[config.mk]
export PLATFORM = sky130hd
export DESIGN_NAME = reg_alu_sequencer_flat
export DESIGN_NICKNAME = d
export VERILOG_FILES = /design/src/rtl/reg_alu_sequencer_pkg.sv /design/src/rtl/reg_alu_sequencer_if.sv /design/src/rtl/reg_alu_sequencer_core.sv /design/src/rtl/reg_alu_sequencer.sv /design/src/flat_wrapper.sv
export SDC_FILE = /design/constraint.sdc
export NUM_CORES = 1
export LEC_CHECK = 0
export BUFFER_PORTS_ARGS = -buffer_cell sky130_fd_sc_hd__buf_2
export CAP_MARGIN = 0
export CORE_MARGIN = 2
export CORE_UTILIZATION = 51
export CTS_BUF_LIST = sky130_fd_sc_hd__clkbuf_8
export DETAILED_ROUTE_END_ITERATION = 8
export GPL_TIMING_DRIVEN = 0
export PLACE_DENSITY_LB_ADDON = 0.25
export SETUP_SLACK_MARGIN = 0.02
export SLEW_MARGIN = 20
export SYNTH_ARGS = -nofsm -noshare
export SYNTH_HDL_FRONTEND = slang
export SYNTH_SLANG_ARGS = --single-unit
[constraint.sdc]
create_clock -name clk -period 2 [get_ports clk]
set_input_delay 0.3 -clock clk [delete_from_list [all_inputs] [get_ports clk]]
set_output_delay 0.3 -clock clk [all_outputs]
set_load 0.05 [all_outputs]
[src/rtl/reg_alu_sequencer_pkg.sv]
// ---------------------------------------------------------------------------
// reg_alu_pkg: shared definitions for the register-file execute sequencer.
//   - default widths (data, register address, instruction)
//   - opcode encodings and instruction field bit positions
//   - sequencer state enum
//   - small decode helper
// ---------------------------------------------------------------------------
package reg_alu_pkg;

  localparam int DEF_DATA_W  = 4;
  localparam int DEF_ADDR_W  = 2;
  localparam int DEF_INSTR_W = 12;

  // Instruction field positions (imm deliberately overlaps rs2)
  localparam int OP_MSB  = 11;
  localparam int OP_LSB  = 9;
  localparam int RD_MSB  = 8;
  localparam int RD_LSB  = 7;
  localparam int RS1_MSB = 6;
  localparam int RS1_LSB = 5;
  localparam int RS2_MSB = 4;
  localparam int RS2_LSB = 3;
  localparam int IMM_MSB = 3;
  localparam int IMM_LSB = 0;

  localparam logic [2:0] OP_ADD = 3'b000;
  localparam logic [2:0] OP_SUB = 3'b001;
  localparam logic [2:0] OP_AND = 3'b010;
  localparam logic [2:0] OP_OR  = 3'b011;
  localparam logic [2:0] OP_XOR = 3'b100;
  localparam logic [2:0] OP_LDI = 3'b101;
  localparam logic [2:0] OP_MOV = 3'b110;
  localparam logic [2:0] OP_NOP = 3'b111;

  typedef enum logic [1:0] {
    ST_IDLE = 2'b00,
    ST_READ = 2'b01,
    ST_EXEC = 2'b10,
    ST_WB   = 2'b11
  } state_e;

  // NOP is the only opcode that neither writes back nor touches the flags
  function automatic logic is_nop(input logic [2:0] op);
    return (op == OP_NOP);
  endfunction

endpackage

[src/rtl/reg_alu_sequencer_if.sv]
// ---------------------------------------------------------------------------
// reg_alu_sequencer_if: instruction valid/ready handshake.
//   in_valid  : instruction present (master -> slave)
//   in_instr  : instruction word    (master -> slave)
//   in_ready  : sequencer can accept (slave -> master)
// ---------------------------------------------------------------------------
interface reg_alu_sequencer_if #(
  parameter int INSTR_W = reg_alu_pkg::DEF_INSTR_W
);

  logic               in_valid;
  logic [INSTR_W-1:0] in_instr;
  logic               in_ready;

  modport master (output in_valid, output in_instr, input  in_ready);
  modport slave  (input  in_valid, input  in_instr, output in_ready);

endinterface

[src/rtl/reg_alu_sequencer_core.sv]
// ---------------------------------------------------------------------------
// reg_alu_core: purely combinational 4-bit ALU.
//   op     : opcode
//   a, b   : operands (rs1, rs2 values)
//   imm    : immediate for LDI
//   result : ALU result, modulo 2^DATA_W
//   carry  : carry out of ADD, borrow of SUB, 0 otherwise
// ---------------------------------------------------------------------------
module reg_alu_core
  import reg_alu_pkg::*;
#(
  parameter int DATA_W = DEF_DATA_W
) (
  input  logic [2:0]        op,
  input  logic [DATA_W-1:0] a,
  input  logic [DATA_W-1:0] b,
  input  logic [DATA_W-1:0] imm,
  output logic [DATA_W-1:0] result,
  output logic              carry
);

  logic [DATA_W:0] sum_s;
  logic [DATA_W:0] diff_s;

  // Widened add/subtract; the top bit of the difference is the borrow (a < b)
  always_comb begin
    sum_s  = {1'b0, a} + {1'b0, b};
    diff_s = {1'b0, a} - {1'b0, b};
  end

  // Opcode select for result and carry
  always_comb begin
    result = {DATA_W{1'b0}};
    carry  = 1'b0;
    case (op)
      OP_ADD: begin
        result = sum_s[DATA_W-1:0];
        carry  = sum_s[DATA_W];
      end
      OP_SUB: begin
        result = diff_s[DATA_W-1:0];
        carry  = diff_s[DATA_W];
      end
      OP_AND:  result = a & b;
      OP_OR:   result = a | b;
      OP_XOR:  result = a ^ b;
      OP_LDI:  result = imm;
      OP_MOV:  result = a;
      OP_NOP:  result = {DATA_W{1'b0}};
      default: result = {DATA_W{1'b0}};
    endcase
  end

endmodule

[src/rtl/reg_alu_sequencer.sv]
// ---------------------------------------------------------------------------
// reg_alu_sequencer: four-phase execute sequencer (IDLE/READ/EXEC/WB) in
// front of a 4 x 4-bit register file.
//   clk, reset_n             : clock, asynchronous active-low reset
//   in_if (slave)            : in_valid / in_instr / in_ready handshake
//   rf_raddr1/2, rf_rdata1/2 : register file read ports (combinational read)
//   rf_we/rf_waddr/rf_wdata  : register file write port, asserted in WB
//   done                     : one-cycle pulse in the WB cycle
//   flag_zero/flag_carry     : flags of the last non-NOP result
// All outputs come straight from flops.
// ---------------------------------------------------------------------------
module reg_alu_sequencer
  import reg_alu_pkg::*;
#(
  parameter int DATA_W  = DEF_DATA_W,
  parameter int ADDR_W  = DEF_ADDR_W,
  parameter int INSTR_W = DEF_INSTR_W
) (
  input  logic              clk,
  input  logic              reset_n,
  reg_alu_sequencer_if.slave in_if,
  output logic [ADDR_W-1:0] rf_raddr1,
  output logic [ADDR_W-1:0] rf_raddr2,
  input  logic [DATA_W-1:0] rf_rdata1,
  input  logic [DATA_W-1:0] rf_rdata2,
  output logic              rf_we,
  output logic [ADDR_W-1:0] rf_waddr,
  output logic [DATA_W-1:0] rf_wdata,
  output logic              done,
  output logic              flag_zero,
  output logic              flag_carry
);

  state_e             state_q,        state_d;
  logic               out_of_reset_q, out_of_reset_d;
  logic               in_ready_q,     in_ready_d;
  logic [INSTR_W-1:0] instr_q,        instr_d;
  logic [ADDR_W-1:0]  raddr1_q,       raddr1_d;
  logic [ADDR_W-1:0]  raddr2_q,       raddr2_d;
  logic [DATA_W-1:0]  opa_q,          opa_d;
  logic [DATA_W-1:0]  opb_q,          opb_d;
  logic [DATA_W-1:0]  result_q,       result_d;
  logic               zero_nx_q,      zero_nx_d;
  logic               carry_nx_q,     carry_nx_d;
  logic               we_q,           we_d;
  logic [ADDR_W-1:0]  waddr_q,        waddr_d;
  logic               done_q,         done_d;
  logic               flag_zero_q,    flag_zero_d;
  logic               flag_carry_q,   flag_carry_d;

  logic [2:0]         op_s;
  logic [DATA_W-1:0]  alu_result_s;
  logic               alu_carry_s;
  logic               accept_s;

  assign op_s = instr_q[OP_MSB:OP_LSB];

  reg_alu_core #(
    .DATA_W (DATA_W)
  ) u_core (
    .op     (op_s),
    .a      (opa_q),
    .b      (opb_q),
    .imm    (instr_q[IMM_MSB:IMM_LSB]),
    .result (alu_result_s),
    .carry  (alu_carry_s)
  );

  // in_ready_q already implies IDLE; out_of_reset_q additionally blocks the release cycle
  assign accept_s = in_if.in_valid & in_ready_q & out_of_reset_q;

  // Next-state and next-output computation for the sequencer
  always_comb begin
    state_d        = state_q;
    out_of_reset_d = 1'b1;
    in_ready_d     = in_ready_q;
    instr_d        = instr_q;
    raddr1_d       = raddr1_q;
    raddr2_d       = raddr2_q;
    opa_d          = opa_q;
    opb_d          = opb_q;
    result_d       = result_q;
    zero_nx_d      = zero_nx_q;
    carry_nx_d     = carry_nx_q;
    we_d           = 1'b0;
    waddr_d        = waddr_q;
    done_d         = 1'b0;
    flag_zero_d    = flag_zero_q;
    flag_carry_d   = flag_carry_q;
    case (state_q)
      ST_IDLE: begin
        if (accept_s) begin
          // Read addresses are loaded here so they are stable for the whole READ cycle
          instr_d    = in_if.in_instr;
          raddr1_d   = in_if.in_instr[RS1_MSB:RS1_LSB];
          raddr2_d   = in_if.in_instr[RS2_MSB:RS2_LSB];
          in_ready_d = 1'b0;
          state_d    = ST_READ;
        end else begin
          in_ready_d = 1'b1;
        end
      end
      ST_READ: begin
        opa_d   = rf_rdata1;
        opb_d   = rf_rdata2;
        state_d = ST_EXEC;
      end
      ST_EXEC: begin
        result_d   = alu_result_s;
        zero_nx_d  = (alu_result_s == {DATA_W{1'b0}});
        carry_nx_d = alu_carry_s;
        waddr_d    = instr_q[RD_MSB:RD_LSB];
        we_d       = ~is_nop(op_s);
        done_d     = 1'b1;
        state_d    = ST_WB;
      end
      ST_WB: begin
        if (!is_nop(op_s)) begin
          flag_zero_d  = zero_nx_q;
          flag_carry_d = carry_nx_q;
        end else begin
          flag_zero_d  = flag_zero_q;
          flag_carry_d = flag_carry_q;
        end
        in_ready_d = 1'b1;
        state_d    = ST_IDLE;
      end
      default: begin
        in_ready_d = 1'b0;
        state_d    = ST_IDLE;
      end
    endcase
  end

  // State and output registers; reset drops the write strobe immediately
  always_ff @(posedge clk or negedge reset_n) begin
    if (!reset_n) begin
      state_q        <= ST_IDLE;
      out_of_reset_q <= 1'b0;
      in_ready_q     <= 1'b0;
      instr_q        <= {INSTR_W{1'b0}};
      raddr1_q       <= {ADDR_W{1'b0}};
      raddr2_q       <= {ADDR_W{1'b0}};
      opa_q          <= {DATA_W{1'b0}};
      opb_q          <= {DATA_W{1'b0}};
      result_q       <= {DATA_W{1'b0}};
      zero_nx_q      <= 1'b0;
      carry_nx_q     <= 1'b0;
      we_q           <= 1'b0;
      waddr_q        <= {ADDR_W{1'b0}};
      done_q         <= 1'b0;
      flag_zero_q    <= 1'b0;
      flag_carry_q   <= 1'b0;
    end else begin
      state_q        <= state_d;
      out_of_reset_q <= out_of_reset_d;
      in_ready_q     <= in_ready_d;
      instr_q        <= instr_d;
      raddr1_q       <= raddr1_d;
      raddr2_q       <= raddr2_d;
      opa_q          <= opa_d;
      opb_q          <= opb_d;
      result_q       <= result_d;
      zero_nx_q      <= zero_nx_d;
      carry_nx_q     <= carry_nx_d;
      we_q           <= we_d;
      waddr_q        <= waddr_d;
      done_q         <= done_d;
      flag_zero_q    <= flag_zero_d;
      flag_carry_q   <= flag_carry_d;
    end
  end

  assign in_if.in_ready = in_ready_q;
  assign rf_raddr1      = raddr1_q;
  assign rf_raddr2      = raddr2_q;
  assign rf_we          = we_q;
  assign rf_waddr       = waddr_q;
  assign rf_wdata       = result_q;
  assign done           = done_q;
  assign flag_zero      = flag_zero_q;
  assign flag_carry     = flag_carry_q;

endmodule

[src/flat_wrapper.sv]
// flat-port wrapper written by rule: the top's interface ports become plain ports
module reg_alu_sequencer_flat import reg_alu_pkg::*;
#(
  parameter int DATA_W  = DEF_DATA_W,
  parameter int ADDR_W  = DEF_ADDR_W,
  parameter int INSTR_W = DEF_INSTR_W
)
  (clk, reset_n, rf_raddr1, rf_raddr2, rf_rdata1, rf_rdata2, rf_we, rf_waddr, rf_wdata, done, flag_zero, flag_carry, in_if_in_valid, in_if_in_instr, in_if_in_ready);
  reg_alu_sequencer_if #(.INSTR_W(INSTR_W)) in_if_i ();
  input  logic clk;
  input  logic reset_n;
  output logic [ADDR_W-1:0] rf_raddr1;
  output logic [ADDR_W-1:0] rf_raddr2;
  input  logic [DATA_W-1:0] rf_rdata1;
  input  logic [DATA_W-1:0] rf_rdata2;
  output logic rf_we;
  output logic [ADDR_W-1:0] rf_waddr;
  output logic [DATA_W-1:0] rf_wdata;
  output logic done;
  output logic flag_zero;
  output logic flag_carry;
  input wire logic [$bits(in_if_i.in_valid)-1:0] in_if_in_valid;
  input wire logic [$bits(in_if_i.in_instr)-1:0] in_if_in_instr;
  output wire logic [$bits(in_if_i.in_ready)-1:0] in_if_in_ready;
  assign in_if_i.in_valid = in_if_in_valid;
  assign in_if_i.in_instr = in_if_in_instr;
  assign in_if_in_ready = in_if_i.in_ready;
  reg_alu_sequencer #(.DATA_W(DATA_W), .ADDR_W(ADDR_W), .INSTR_W(INSTR_W)) u_core (.clk(clk), .reset_n(reset_n), .in_if(in_if_i), .rf_raddr1(rf_raddr1), .rf_raddr2(rf_raddr2), .rf_rdata1(rf_rdata1), .rf_rdata2(rf_rdata2), .rf_we(rf_we), .rf_waddr(rf_waddr), .rf_wdata(rf_wdata), .done(done), .flag_zero(flag_zero), .flag_carry(flag_carry));
endmodule
# Yosys cells after proc, flatten, opt, wreduce, memory -nomap -nowiden
# Cells that the tools add are included.
[word_totals]
regBits = 40
output_inout_bits = 15
inputBits = 23
elab_cells = 49
[op_classes]
n_eq_ne = 11
muxes = 8
n_addsub = 2
bitwise = 6
reduce_logical = 6
[op_table]
columns = ["op", "count"]
rows = [
  ["4-bit case mux with 8 select lines", 1],
  ["3-bit equality test (second input constant)", 4],
  ["2-bit case mux with 4 select lines", 1],
  ["3-bit by 2-bit equality test with 1-bit output (second input constant)", 2],
  ["4-bit by 4-bit adder with 5-bit output", 1],
  ["4-bit by 4-bit subtractor with 5-bit output", 1],
  ["4-bit AND", 1],
  ["2-bit equality test (second input constant)", 2],
  ["4-bit logical NOT", 1],
  ["4-bit bitwise OR", 1],
  ["1-bit case mux with 2 select lines", 2],
  ["2-bit AND reduction", 2],
  ["4-bit bitwise XOR", 1],
  ["3-bit by 1-bit equality test with 1-bit output (second input constant)", 1],
  ["3-bit logical NOT", 1],
  ["1-bit two-way mux", 3],
  ["1-bit AND", 2],
  ["2-bit by 1-bit equality test with 1-bit output (second input constant)", 1],
  ["2-bit logical NOT", 1],
  ["2-bit two-way mux", 1],
  ["2-bit by 1-bit != test with 1-bit output (second input constant)", 1],
  ["2-bit nonzero test", 1],
  ["1-bit NOT", 1],
]

# Logic depth before layout (Yosys ltp)
[logic_depth]
ltp_word = 4
ltp_mapped = 9
ltp_nobuf = 9

# By module
# Synthesis repeated with hierarchy kept, for this count alone.
[unflattened]
hier_cells = 172
hier_area_um2 = 2097.0
[modules_own_cells]
columns = ["module", "instances", "cells_per_inst", "seq_area_each_um2", "area_each_um2"]
rows = [
  ["reg_alu_sequencer", 1, 94, 900.9, 1482.7],
  ["reg_alu_core", 1, 78, 0.0, 614.3],
]

# Worst setup path after synthesis
# Ideal clock, no wire load.
[synth_path]
path_type = "flip-flop to flip-flop"
start = "register u_core.opb_q[0]"
end = "register u_core.zero_nx_q"
arrival_time_ns = 1.880
setup_ns = 0.122
period_less_slack_ns = 2.001
path_stages_with_launch = 9
n_path_buf = 0
required_time_ns = 1.878
path_slack_ns = -0.001
path_cell_list = "dfrtp_1 > ha_1 > inv_1 > fa_1 > or3_1 > a21oi_1 > o22ai_1 > and4_1 > a32o_1"
[synth_between]
elab_chain_cells = 3
word_cells_on_any_way = 7
classes_between = "add/sub: 2; mux: 1; bitwise: 3; reduce/logical: 1"
[synth_rtl]
columns = ["element", "line_no", "text"]
rows = [
  ["from (decl)", "reg_alu_sequencer.sv:41", "logic [DATA_W-1:0] opb_q, opb_d;"],
  ["from (signal assigned)", "reg_alu_sequencer.sv:145", "opb_q <= {DATA_W{1'b0}};"],
  ["from (signal assigned)", "reg_alu_sequencer.sv:162", "opb_q <= opb_d;"],
  ["4-bit by 4-bit subtractor with 5-bit output (tied with other cells)", "reg_alu_sequencer_core.sv:28", "diff_s = {1'b0, a} - {1'b0, b};"],
  ["4-bit case mux with 8 select lines (*)", "reg_alu_sequencer_core.sv:35", "case (op)"],
  ["4-bit logical NOT (*)", "reg_alu_sequencer.sv:110", "zero_nx_d = (alu_result_s == {DATA_W{1'b0}});"],
  ["to (signal assigned)", "reg_alu_sequencer.sv:164", "zero_nx_q <= zero_nx_d;"],
  ["to (decl)", "reg_alu_sequencer.sv:43", "logic zero_nx_q, zero_nx_d;"],
]
# Every way passes the cells marked *; elsewhere a longest branch is shown, timed or not.
# A chain may end at the register's enable or synchronous reset.

# Worst setup path after layout
[layout_path]
start = "register u_core.opa_q[0]"
end = "register u_core.zero_nx_q"
[layout_between]
elab_chain_cells = 3
word_cells_on_any_way = 7
classes_between = "add/sub: 2; mux: 1; bitwise: 3; reduce/logical: 1"
[layout_rtl]
columns = ["element", "line_no", "text"]
rows = [
  ["from (decl)", "reg_alu_sequencer.sv:40", "logic [DATA_W-1:0] opa_q, opa_d;"],
  ["from (signal assigned)", "reg_alu_sequencer.sv:144", "opa_q <= {DATA_W{1'b0}};"],
  ["from (signal assigned)", "reg_alu_sequencer.sv:161", "opa_q <= opa_d;"],
  ["4-bit by 4-bit subtractor with 5-bit output (tied with other cells)", "reg_alu_sequencer_core.sv:28", ""],
  ["4-bit case mux with 8 select lines (*)", "reg_alu_sequencer_core.sv:35", ""],
  ["4-bit logical NOT (*)", "reg_alu_sequencer.sv:110", ""],
]
# Marks and branches as above.

==> out/qor.txt <==
outcome - complete, but fails checks
total global-route track usage - 0.200
CTS HTree Levels - 2
initial antenna violation count - 0
Vias per Instance - 5.47
CP max FO - 3
Final period util - 1.08
CP arrival - 2.33 ns
first-pass GRT wire length - 6580 µm
Hold Crit Class - in -> async
Core Region - 3720 µm²
Syn Inst Count - 186
Initial Utilization - 0.536
# hold bufs at CTS - 0
CTS Buf Count - 5
port buffer count - 37
number of global-route vias before repair - 1438
# DRC - 0
Slew Limit Fails - 0
TritonCTS clock tree - yes
Layout Utilization - 0.665
Seq/Total Area, Yosys - 0.452
Fmax achieved - 465 MHz
Post-synth ARST share - 1.00
commonest non-fill, non-tap cells in the layout - 38 x buf_2, 35 x dfrtp_1, 19 x o21ai_0
leading area contributor after synthesis - dfrtp_1
clk_lat worst skew - 0.29 ns
Worst-path clk slew - 0.07 ns
Die Span Y - 66.5 µm
min Tclk post-route - 2.15 ns
final hold viol count - 0
GR Overflow Total - 0
largest net degree at the start of global routing - 37
Crit. End Element - register
Multi-input gate area - 1030 µm²
Synth top area share - 0.452
Max-slew headroom - 0.475
layout cell share with drive strength beyond 1 - 0.416
n_diodes - 0
Yosys reg bits - 36
area delta synth->final - 23.9%
Initial DRC Count - 110
final setup margin - -0.150 ns
post-route ant nets - 0
Die X-Extent - 66.5 µm
CTS Buffer Depth - 2
Cell variety after synth - 43
register area - 902 µm²
Ys Warns - 0
syn avg cell area - 10.7 µm²
worst path required time - 2.18 ns
Setup violations, final - 1
Die ar. - 4420 µm²
hpwl dp - 2930 µm
cell row count - 22
Post-synth EDFFs - 0
routed wire length - 4300 µm
Final Instance Area - 2470 µm²
Num Clock Sinks - 36
Place WS - -0.157 ns
fin nets - 278
Post-DP Area - 2250 µm²
First-pass DRT Iterations - 4
root buffer cell - clkbuf_8
Final Wtd Congestion - 0.922
Most used DFF post-synth - dfrtp_1
Worst-Margin Slew - 0.788 ns
mapped cell area - 1990 µm²
Filler Cells Inserted - 300
most common cell after layout, fill and taps aside - buf_2
RSZ-0062 raised after global routing - yes
num ports - 38
routed len/inst - 15.0 µm
failing checks - setup timing
Fin Clk Skew - 0.00598 ns
top post-synthesis cells by area - dfrtp_1 45%, mux2_2 10%, ha_1 10%
syn nets - 227
via count - 1564
critical path startpoint category - register
final setup TNS - -0.150 ns
critical path type - reg -> reg
number of max-cap violations - 0
[cells in the mapped netlist (all sizes together), types with 2 or more instances]
| library cell | n |
|---|---|
| and2 | 2 |
| clkbuf | 2 |
| dfrtp | 36 |
| mux2 | 18 |
| buf | 9 |
| inv | 17 |
| fa | 2 |
| a211oi | 2 |
| o31ai | 2 |
| o22ai | 2 |
| nand2 | 16 |
| a21oi | 6 |
| nor2b | 3 |
| or3 | 2 |
| o21ai | 21 |
| ha | 16 |
| nor2 | 5 |
| mux2i | 3 |
[routing by layer]
metal / wire [µm] / vias up / track usage
met5: 0 / - / 0
met4: 67 / 0 / 0.0459
met3: 308 / 14 / 0.0676
met2: 2110 / 71 / 0.313
met1: 1820 / 741 / 0.271
li1: - / 738 / -
[worst paths after layout]
path,end,slack [ns],cells after the start,startpoint
worst max-delay path,u_core.zero_nx_q,-0.15,8,u_core.opa_q[0]
worst max register to register,u_core.zero_nx_q,-0.15,8,u_core.opa_q[0]
max in group asynchronous,u_core.opb_q[0],1.37,1,reset_n
worst min-delay path,u_core.opb_q[3],0.09,1,reset_n
min in group clk,u_core.opb_q[3],0.22,3,rf_rdata2[3]
worst min register to register,u_core.rf_wdata[1],0.50,2,u_core.rf_wdata[1]
[worst max-delay path, stage by stage (launching register included)]
cell and delay, ns:
dfrtp_1 0.43, ha_4 0.17, inv_2 0.04, fa_2 0.36, or3_4 0.34, a21oi_2 0.17, o22ai_2 0.10, and4_1 0.22
a32o_1 0.21
[what timing repair did]
action / in CTS / in global routing
setup endpoints to repair: 2 / 2
pin swaps: 9 / 5
gates resized for setup: 9 / 9
buffers inserted: 3 / 4
[registers in the layout, summed over array words and instances, names as in the netlist]
name                   count
u_core.instr_q            10
u_core.opa_q               4
u_core.opb_q               4
u_core.rf_wdata            4
u_core.rf_waddr            2
u_core.state_q             2
u_core.carry_nx_q          1
u_core.done                1
u_core.flag_carry          1
u_core.flag_zero           1
u_core.in_if.in_ready      1
u_core.out_of_reset_q      1
u_core.rf_raddr1           1
u_core.rf_raddr2           1
u_core.rf_we               1
u_core.zero_nx_q           1
[area by class of cell]
| cell class | count | share of cell area |
|---|---|---|
| multi-input cells | 122 | 0.418 |
| flip-flops and latches | 36 | 0.365 |
| repair buffers | 44 | 0.0963 |
| clock buffers | 6 | 0.0334 |
| plain buffers | 11 | 0.0324 |
| inverters | 17 | 0.0258 |
| well taps | 48 | 0.0243 |
| clock inverters | 2 | 0.00456 |
[logic make-up (layout without fill, tap and decap cells)]
kind of cell             Yosys count  after routing  synth area share
AO/OA/AOI/OAI                     42             42             0.132
multiplexers                      21             21             0.117
adder cells (fa/ha/maj)           18             18             0.121
XOR/XNOR                           2              2           0.00879
buffers and inverters             28             80            0.0722
flip-flops                        36             36             0.452
other                              1              1           0.00188
AND/OR/NAND/NOR                   38             38            0.0961
[stage by stage]
stage | std cells | hold WS (ns)
finish | 286 | 0.0900
global route | 286 | 0.173
detailed placement | 271 | 0.432
floorplan | 186 | 0.00441
CTS | 282 | 0.120
global placement | 271 | 0.429
Power is left out: the tool's default activity adds up to more than one toggle a clock period on the data nets, which glitch-free logic cannot reach.
